$ cat src/rtl/tlc_two_road.sv
// tlc_two_road: two-road traffic-light controller (main road / side road).
// A seconds prescaler drives a phase timer that walks the main and side roads
// through green, yellow and all-red clearance. There is a night flashing mode
// and a clock-enable that freezes the whole controller. The controller also
// exposes its phase and the ticks remaining, for display and debug.
// Optional feature macro: TLC_PED_EN adds the pedestrian request latch, the
// PED_WALK phase and the walk lamp. When it is undefined, ped_req is ignored
// and walk is tied low.
module tlc_two_road #(
  parameter int TICKS_PER_SEC = 50_000_000,
  parameter int GREEN_S       = 20,
  parameter int YELLOW_S      = 3,
  parameter int ALLRED_S      = 2,
  parameter int PED_S         = 10,
  parameter int CNT_W         = 8
) (
  input  logic             clk,
  input  logic             reset,
  input  logic             enable,
  input  logic             night_mode,
  input  logic             ped_req,
  output logic [2:0]       main_rgy,
  output logic [2:0]       side_rgy,
  output logic             walk,
  output logic [2:0]       phase,
  output logic [CNT_W-1:0] sec_left,
  output logic             tick
);

  typedef enum logic [2:0] {
    M_GREEN   = 3'd0,
    M_YELLOW  = 3'd1,
    ALL_RED_1 = 3'd2,
    S_GREEN   = 3'd3,
    S_YELLOW  = 3'd4,
    ALL_RED_2 = 3'd5,
    PED_WALK  = 3'd6,
    FLASH     = 3'd7
  } state_e;

  localparam int              PW         = $clog2(TICKS_PER_SEC);
  localparam logic [PW-1:0]   PRESC_MAX  = PW'(TICKS_PER_SEC - 1);
  localparam logic [CNT_W-1:0] DUR_GREEN  = CNT_W'(GREEN_S);
  localparam logic [CNT_W-1:0] DUR_YELLOW = CNT_W'(YELLOW_S);
  localparam logic [CNT_W-1:0] DUR_ALLRED = CNT_W'(ALLRED_S);
  localparam logic [CNT_W-1:0] DUR_PED    = CNT_W'(PED_S);
  localparam logic [CNT_W-1:0] CNT_ZERO   = {CNT_W{1'b0}};
  localparam logic [CNT_W-1:0] CNT_ONE    = CNT_W'(1);

  // Phase duration loaded into the timer on entry to a state
  function automatic logic [CNT_W-1:0] dur_of(input state_e st);
    logic [CNT_W-1:0] d;
    case (st)
      M_GREEN, S_GREEN:   d = DUR_GREEN;
      M_YELLOW, S_YELLOW: d = DUR_YELLOW;
      PED_WALK:           d = DUR_PED;
      FLASH:              d = CNT_ZERO;
      default:            d = DUR_ALLRED;
    endcase
    return d;
  endfunction

  // Lamp decode {main_rgy, side_rgy, walk} from a state and flash bit.
  // Encoding 6 without the pedestrian feature falls into the all-red default.
  function automatic logic [6:0] lamp_decode(input state_e st, input logic fl);
    logic [6:0] l;
    case (st)
      M_GREEN:  l = {3'b001, 3'b100, 1'b0};
      M_YELLOW: l = {3'b010, 3'b100, 1'b0};
      S_GREEN:  l = {3'b100, 3'b001, 1'b0};
      S_YELLOW: l = {3'b100, 3'b010, 1'b0};
      FLASH:    l = {1'b0, fl, 1'b0, fl, 1'b0, 1'b0, 1'b0};
`ifdef TLC_PED_EN
      PED_WALK: l = {3'b100, 3'b100, 1'b1};
`endif
      default:  l = {3'b100, 3'b100, 1'b0};
    endcase
    return l;
  endfunction

  logic [PW-1:0]    presc_r;
  logic             tick_s;
  state_e           state_r;
  state_e           state_nx_s;
  logic [CNT_W-1:0] sec_left_r;
  logic [CNT_W-1:0] sec_nx_s;
  logic             flash_r;
  logic             flash_nx_s;
  logic [6:0]       lamp_r;
  logic [6:0]       lamp_nx_s;
  logic             ped_pending_s;
`ifdef TLC_PED_EN
  logic             ped_pending_r;
  logic             ped_nx_s;
  assign ped_pending_s = ped_pending_r;
`else
  logic             unused_ped_req_s;
  assign ped_pending_s    = 1'b0;
  assign unused_ped_req_s = ped_req;
`endif

  // The tick is combinational so that it lines up with the last prescaler count
  assign tick_s = enable & (presc_r == PRESC_MAX);

  // Prescaler: counts clk cycles per second and holds while enable is low
  always_ff @(posedge clk or negedge reset) begin
    if (!reset) begin
      presc_r <= {PW{1'b0}};
    end else if (enable) begin
      presc_r <= (presc_r == PRESC_MAX) ? {PW{1'b0}} : presc_r + PW'(1);
    end
  end

  // Next-state, timer and flash logic; everything advances only on a tick
  always_comb begin
    state_nx_s = state_r;
    sec_nx_s   = sec_left_r;
    flash_nx_s = flash_r;
`ifdef TLC_PED_EN
    ped_nx_s   = ped_pending_r | (enable & ped_req);
`endif
    if (tick_s) begin
      if (state_r == FLASH) begin
        if (night_mode) begin
          flash_nx_s = ~flash_r;
          sec_nx_s   = CNT_ZERO;
        end else begin
          state_nx_s = ALL_RED_2;
          sec_nx_s   = DUR_ALLRED;
          flash_nx_s = 1'b0;
        end
      end else if (sec_left_r > CNT_ONE) begin
        sec_nx_s = sec_left_r - CNT_ONE;
      end else begin
        case (state_r)
          M_GREEN:   state_nx_s = M_YELLOW;
          M_YELLOW:  state_nx_s = ALL_RED_1;
          ALL_RED_1: state_nx_s = night_mode ? FLASH : S_GREEN;
          S_GREEN:   state_nx_s = S_YELLOW;
          S_YELLOW:  state_nx_s = ALL_RED_2;
`ifdef TLC_PED_EN
          PED_WALK:  state_nx_s = M_GREEN;
`endif
          default: begin
            // ALL_RED_2 exit; unreachable encodings recover the same way
            if (night_mode) begin
              state_nx_s = FLASH;
            end else if (ped_pending_s) begin
              state_nx_s = PED_WALK;
            end else begin
              state_nx_s = M_GREEN;
            end
          end
        endcase
        sec_nx_s = dur_of(state_nx_s);
`ifdef TLC_PED_EN
        // Entering the walk consumes the request, even one raised this clk
        if (state_nx_s == PED_WALK) begin
          ped_nx_s = 1'b0;
        end else begin
          ped_nx_s = ped_pending_r | (enable & ped_req);
        end
`endif
      end
    end else begin
      sec_nx_s = sec_left_r;
    end
    lamp_nx_s = lamp_decode(state_nx_s, flash_nx_s);
  end

  // Phase register, timer, flash bit and registered lamp drivers
  always_ff @(posedge clk or negedge reset) begin
    if (!reset) begin
      state_r    <= ALL_RED_2;
      sec_left_r <= DUR_ALLRED;
      flash_r    <= 1'b0;
      lamp_r     <= {3'b100, 3'b100, 1'b0};
    end else begin
      state_r    <= state_nx_s;
      sec_left_r <= sec_nx_s;
      flash_r    <= flash_nx_s;
      lamp_r     <= lamp_nx_s;
    end
  end

`ifdef TLC_PED_EN
  // Pedestrian request latch
  always_ff @(posedge clk or negedge reset) begin
    if (!reset) begin
      ped_pending_r <= 1'b0;
    end else begin
      ped_pending_r <= ped_nx_s;
    end
  end
`endif

  assign main_rgy = lamp_r[6:4];
  assign side_rgy = lamp_r[3:1];
  assign walk     = lamp_r[0];
  assign phase    = state_r;
  assign sec_left = sec_left_r;
  assign tick     = tick_s;

endmodule

$ cat config.mk
export PLATFORM = sky130hd
export DESIGN_NAME = tlc_two_road
export DESIGN_NICKNAME = d
export VERILOG_FILES = /design/src/rtl/tlc_two_road.sv
export SDC_FILE = /design/constraint.sdc
export NUM_CORES = 1
export LEC_CHECK = 0
export ABC_AREA = 1
export CORE_ASPECT_RATIO = 1.2
export CORE_MARGIN = 5
export CORE_UTILIZATION = 50
export CTS_BUF_LIST = sky130_fd_sc_hd__clkbuf_4 sky130_fd_sc_hd__clkbuf_8
export DETAILED_ROUTE_END_ITERATION = 8
export HOLD_SLACK_MARGIN = 0.02
export PLACE_DENSITY = 0.7
export RECOVER_POWER = 100
export SLEW_MARGIN = 5
export SYNTH_ARGS = -nofsm -noshare
export SYNTH_HDL_FRONTEND = slang
export SYNTH_SLANG_ARGS = --single-unit
export TNS_END_PERCENT = 1
$ cat constraint.sdc
create_clock -name clk -period 2.35 [get_ports clk]
set_clock_uncertainty 0.2 [all_clocks]
set_input_delay 0.3525 -clock clk [delete_from_list [all_inputs] [get_ports clk]]
set_output_delay 0.3525 -clock clk [all_outputs]
set_load 0.005 [all_outputs]
After elaboration in Yosys (flattened, before gate mapping):

Index checks and enable logic that the tools add are counted.

* flip-flop bits (word level): 45
* word-level logic and storage cells: 49

* bitwise gates (word level): 2
* reductions and logical operators: 5
* add/sub/neg operators: 2
* order comparisons: 1
* equal/unequal tests: 15
* multiplexer cells: 19

Operators with widths (number)
* case mux 7 bit (5 select lines): 1
* 2-to-1 mux 3 bit: 9
* adder 26 x 1 -> 26 bit (second input constant): 1
* == test 26 bit (second input constant): 1
* 2-to-1 mux 26 bit: 1
* == test 3 bit (second input constant): 7
* case mux 5 bit (4 select lines): 1
* 2-to-1 mux 8 bit: 2
* case mux 3 bit (5 select lines): 1
* == test 3 x 2 -> 1 bit (second input constant): 4
* == test 3 x 1 -> 1 bit (second input constant): 3
* zero test 3 bit: 3
* greater-than comparator 8 x 1 -> 1 bit (second input constant): 1
* subtractor 8 x 1 -> 8 bit (second input constant): 1
* OR reduction 2 bit: 2
* 2-to-1 mux 1 bit: 3
* 2-to-1 mux 2 bit: 1
* bitwise AND 1 bit: 1
* inverter 1 bit: 1

Logic depth before layout (Yosys ltp):

* depth in word-level cells: 10
* mapped depth: 15

Worst setup path after synthesis:

OpenSTA, ideal clock, no wires.

* path type: reg-to-reg
* start: reg sec_left_r[1] (netlist: sec_left[1])
* end: reg lamp_r[5]
* setup slack: 0.413 ns
* library setup time: 0.118 ns
* period minus slack after synthesis: 1.937 ns
* cell stages (with the launch flop): 16
* arrival time: 1.620 ns
* path buffers: 1
* cell sequence: dfstp_2 -> inv_1 -> ha_1 -> inv_1 -> nand2_1 -> nand2_1 -> nor2_1 -> buf_4 -> nand2_1 -> nor2_1 -> nor2_1 -> nand2_1 -> nand2_1 -> nor2_1 -> nand2_1 -> nand2_1

* cells in the longest elaborated chain, start to end: 6
* elaborated cells on any way between the ends: 10
* classes of those cells: order compare: 1; eq/ne: 4; mux: 4; reduce/logical: 1

RTL lines
* from (decl): line 85 `logic [CNT_W-1:0] sec_left_r;`
* from (signal assigned): line 180 `sec_left_r <= sec_nx_s;`
* greater-than comparator 8 x 1 -> 1 bit *: line 132 `end else if (sec_left_r > CNT_ONE) begin`
* 2-to-1 mux 3 bit *: line 132
* 2-to-1 mux 3 bit *: line 123 `if (state_r == FLASH) begin`
* 2-to-1 mux 3 bit *: line 122 `if (tick_s) begin`
* named net state_nx_s[1]: line 84 `state_e state_nx_s;`
* == test 3 bit, or another cell as far along: line 67 `case (st)`
* case mux 7 bit (5 select lines) *: line 67
* named net lamp_nx_s[5]: line 90 `logic [6:0] lamp_nx_s;`
* to (signal assigned): line 177 `lamp_r <= {3'b100, 3'b100, 1'b0};`
* to (signal assigned): line 182 `lamp_r <= lamp_nx_s;`
* to (decl): line 89 `logic [6:0] lamp_r;`

Mark *: on every way through the listed nets, which the timed path passes. The rest lies on a longest branch.
A chain may end at the register's enable or synchronous reset.

Final worst setup path:

* start: reg presc_r[1]
* end: out tick

* cells in the longest elaborated chain, start to end: 2

RTL lines
* from (decl): line 81 `logic [PW-1:0] presc_r;`
* from (signal assigned): line 108 `presc_r <= {PW{1'b0}};`
* from (signal assigned): line 110 `presc_r <= (presc_r == PRESC_MAX) ? {PW{1'b0}} : presc_r + PW'(1);`
* == test 26 bit: line 103 `assign tick_s = enable & (presc_r == PRESC_MAX);`
* bitwise AND 1 bit: line 103
* to (decl): line 27 `output logic tick`

Every way passes these cells.

==> results_dict.tcl <==
set metrics [dict create \
    gr-usage-met3 0.0292 \
    syn_area_um2 2840 \
    finalCritPeriodShare 0.923 \
    synth-seq-cells 44 \
    yosysUniqueCellTypes 39 \
    critical_path_class "flop to primary output" \
    drc 0 \
    p_clk_frac 0.297 \
    grtUsageMet2 0.344 \
    use_met1 0.231 \
    end_kind "primary output" \
    maxSlewHeadroom 0.246 \
    antennaDiodeCount 0 \
    syn_inst 396 \
    core-area_um2 5590 \
    crit_chain "ha_1 > nand2_2 > inv_1 > nand2_1 > nor2_1 > nand2_1 > nor2_4 > dlygate4sd2_1" \
    dr_total_vias 2645 \
    syn2layout_area_growth_pct 16.9 \
    setup_viol 0 \
    yosysTopAreaCell "dfrtp_1" \
    synth_top_area_share 0.344 \
    drive_gt1_frac 0.153 \
    power.internal_uw 1390 \
    clock.fmax_mhz 461 \
    hold_violations 0 \
    cts_buffers 5 \
    powerDensity_nw_per_um2 627 \
    nets 445 \
    die_w_um 78.8 \
    cp-endpoint "tick" \
    critPathRequiredTime_ns 1.80 \
    drv_slew 0 \
    routed_via_density 5.27 \
    grt_max_degree 21 \
    combPwrFrac 0.237 \
    synth_ff_type "dfrtp_1" \
    track_usage 0.194 \
    numPortBuffers 21 \
    hp-start "flash_r$_DFF_PN0_" \
    grt_pass1_vias 2605 \
    seq_area_frac_synth 0.390 \
    yosysMostFrequentCell "nand2_1" \
    synth_edf_count 0 \
    dr.pass1.iters 4 \
    async_flop_share 1.00 \
    peakVddDrop_mv 0.344 \
    synthTopCellsByArea "dfrtp_1 (34%), nand2_1 (13%), nor2_1 (6.6%), inv_1 (6.1%), nand3_1 (4.9%)" \
    min-delay-path-class "flop to flop" \
    ios 24 \
    rr_startpoint "presc_r[1]$_DFFE_PN0P_" \
    ys_warn_count 0 \
    worst_setup_path_start_kind "flop" \
    r2r_cells 11 \
    regToRegSetupSlack_ns 0.24 \
    cts_sinks 44 \
    wl_mm 6.60 \
    dieHeight_um 92.5 \
    yosys-top-cells-count "nand2_1 (97), nor2_1 (50), inv_1 (46), dfrtp_1 (39), nand3_1 (28)" \
    startpoint "presc_r[1]$_DFFE_PN0P_" \
    min_period_ns 2.17 \
    outcome "completed" \
    crit_path_top_delay_cell "dfrtp_1" \
    htree_levels 2 \
    crit_fanout 3 \
    antenna_found_initial 0 \
    dieArea_um2 7290 \
    num_rows 30 \
    grt_setup_unrepaired "no" \
    p_leak_uw 0.00165 \
    top_usage_layer "met2" \
    clk_path_buf_depth 2 \
    start_util 0.507 \
    hpwl_mm 5.11 \
    gp_congestion 0.905 \
    p_switching_uw 684 \
    seqPwrFrac 0.466 \
    crit_top_cell "nand2_1" \
    cap_viol_max_count 0 \
    clk_pin_slew_worst_paths_ns 0.09 \
    fin_area_um2 3320 \
    wire_per_inst_um 13.1 \
    setup-tns-final_ns 0 \
    synth_area_per_cell_um2 7.16 \
    place_area_um2 3180 \
    postRouteAntennaNets 0 \
    syn_nets 404 \
    tightest_slew_ns 1.13 \
    cts_root_buf "clkbuf_8" \
    drt_iter0_drc 217 \
    p_sw_frac 0.329 \
    cp.arrival_ns 1.62 \
    r2r_end "presc_r[15]$_DFFE_PN0P_" \
    gr-total-overflow 0 \
    grt_pass1_wl_mm 11.3 \
    cts_tree "yes" \
    cpPeakStageDelay_ns 0.37 \
    worstSkewPairLatency_ns 0.29 \
]
-- per-layer routing --
metal | part of all wire | vias up
met5 | 0 | -
li1 | - | 1335
met2 | 0.51 | 64
met1 | 0.42 | 1227
met4 | 0.032 | 0
met3 | 0.037 | 19
-- registers in the layout, summed over array words and instances (netlist names) --
register	flops
lamp_r	6
phase	3
sec_left	8
presc_r	26
flash_r	1
-- critical path, delay by kind of cell (launching register included) --
| kind | cells | cell delay, ns |
|---|---|---|
| DFF | 1 | 0.37 |
| adders and majority gates | 1 | 0.19 |
| buffers and inverters | 2 | 0.32 |
| and+or+nand+nor | 5 | 0.44 |
-- placed cells by master, fill, tap and decap left out, types with 2 or more instances in the layout --
| master | Yosys | layout |
|---|---|---|
| clkbuf_1 | 0 | 5 |
| nor3_4 | 2 | 2 |
| dfstp_2 | 5 | 2 |
| o21ai_1 | 3 | 2 |
| nand4_1 | 9 | 9 |
| nor3_1 | 16 | 17 |
| dfrtp_1 | 39 | 39 |
| o21ai_0 | 12 | 13 |
| ha_1 | 3 | 3 |
| buf_4 | 4 | 12 |
| dlygate4sd3_1 | 0 | 16 |
| nor2_4 | 5 | 6 |
| inv_1 | 46 | 47 |
| inv_2 | 14 | 13 |
| xor2_1 | 8 | 8 |
| nand2_2 | 10 | 9 |
| nand3_2 | 2 | 2 |
| clkbuf_2 | 0 | 2 |
| a21oi_1 | 15 | 15 |
| xnor2_1 | 2 | 2 |
| nand2_1 | 97 | 98 |
| nor2_2 | 6 | 6 |
| nand3_1 | 28 | 28 |
| nor2_1 | 50 | 49 |
| clkbuf_8 | 0 | 6 |
| clkdlybuf4s50_1 | 0 | 4 |
| dfstp_1 | 0 | 3 |
| clkinv_1 | 2 | 2 |
-- how the worst min path moves through the flow --
stage / to / slack [ns] / cells after the start
after global routing: flash_r$_DFF_PN0_ / 0.36 / 2
after floorplan: flash_r$_DFF_PN0_ / -0.14 / 0
final: flash_r$_DFF_PN0_ / 0.32 / 2
after detailed placement: presc_r[2]$_DFFE_PN0P_ / 0.14 / 1
after global placement: presc_r[2]$_DFFE_PN0P_ / 0.13 / 1
after CTS: flash_r$_DFF_PN0_ / 0.33 / 2
-- final cells by class --
type,instances,area (µm²)
clock buffer,6,82.6
clock inverter,2,38.8
fill,519,2280
inverter,62,233
multi-input combinational,283,1440
sequential,44,1110
tap,64,80.1
timing repair buffer,41,335
-- cells by family (layout without fill, tap and decap cells) --
group / count (synthesis) / in the layout / synth area share
AND/OR/NAND/NOR: 231 / 231 / 0.386
buffers and inverters: 69 / 111 / 0.102
flip-flops: 44 / 44 / 0.390
AO/OA/AOI/OAI: 38 / 38 / 0.0754
XOR/XNOR: 10 / 10 / 0.0309
adder cells (fa/ha/maj): 3 / 3 / 0.0132
other: 1 / 1 / 0.00132
-- power groups by stage --
stage	clock (µW)	combinational [µW]	sequential [µW]
4_1_cts	641	511	965
2_1_floorplan	0	388	945
6_report	616	493	968
3_3_place_gp	0	459	988
3_5_place_dp	0	465	993
5_1_grt	662	555	978
-- repair_timing --
action                                  CTS  global route
resized for setup                         2             2
setup buffers                             3             0
hold buffers                              1             0
hold endpoints to repair                 17             0
pin swaps                                 0             0
endpoints found under the setup margin    1             8
-- stage by stage --
stage          hold slack, ns  utilization  total power (µW)  std cells  setup WS (ns)
3_5_place_dp            0.140        0.569              1460        490        -0.0157
4_1_cts                 0.330        0.597              2120        502         0.0123
2_1_floorplan          -0.143            -              1330        396          0.413
3_3_place_gp            0.134        0.569              1450        490        0.00678
5_1_grt                 0.364        0.593              2200        502         0.0374
6_report                0.324        0.593              2080        502          0.182
(Power assumes the default switching activity.)
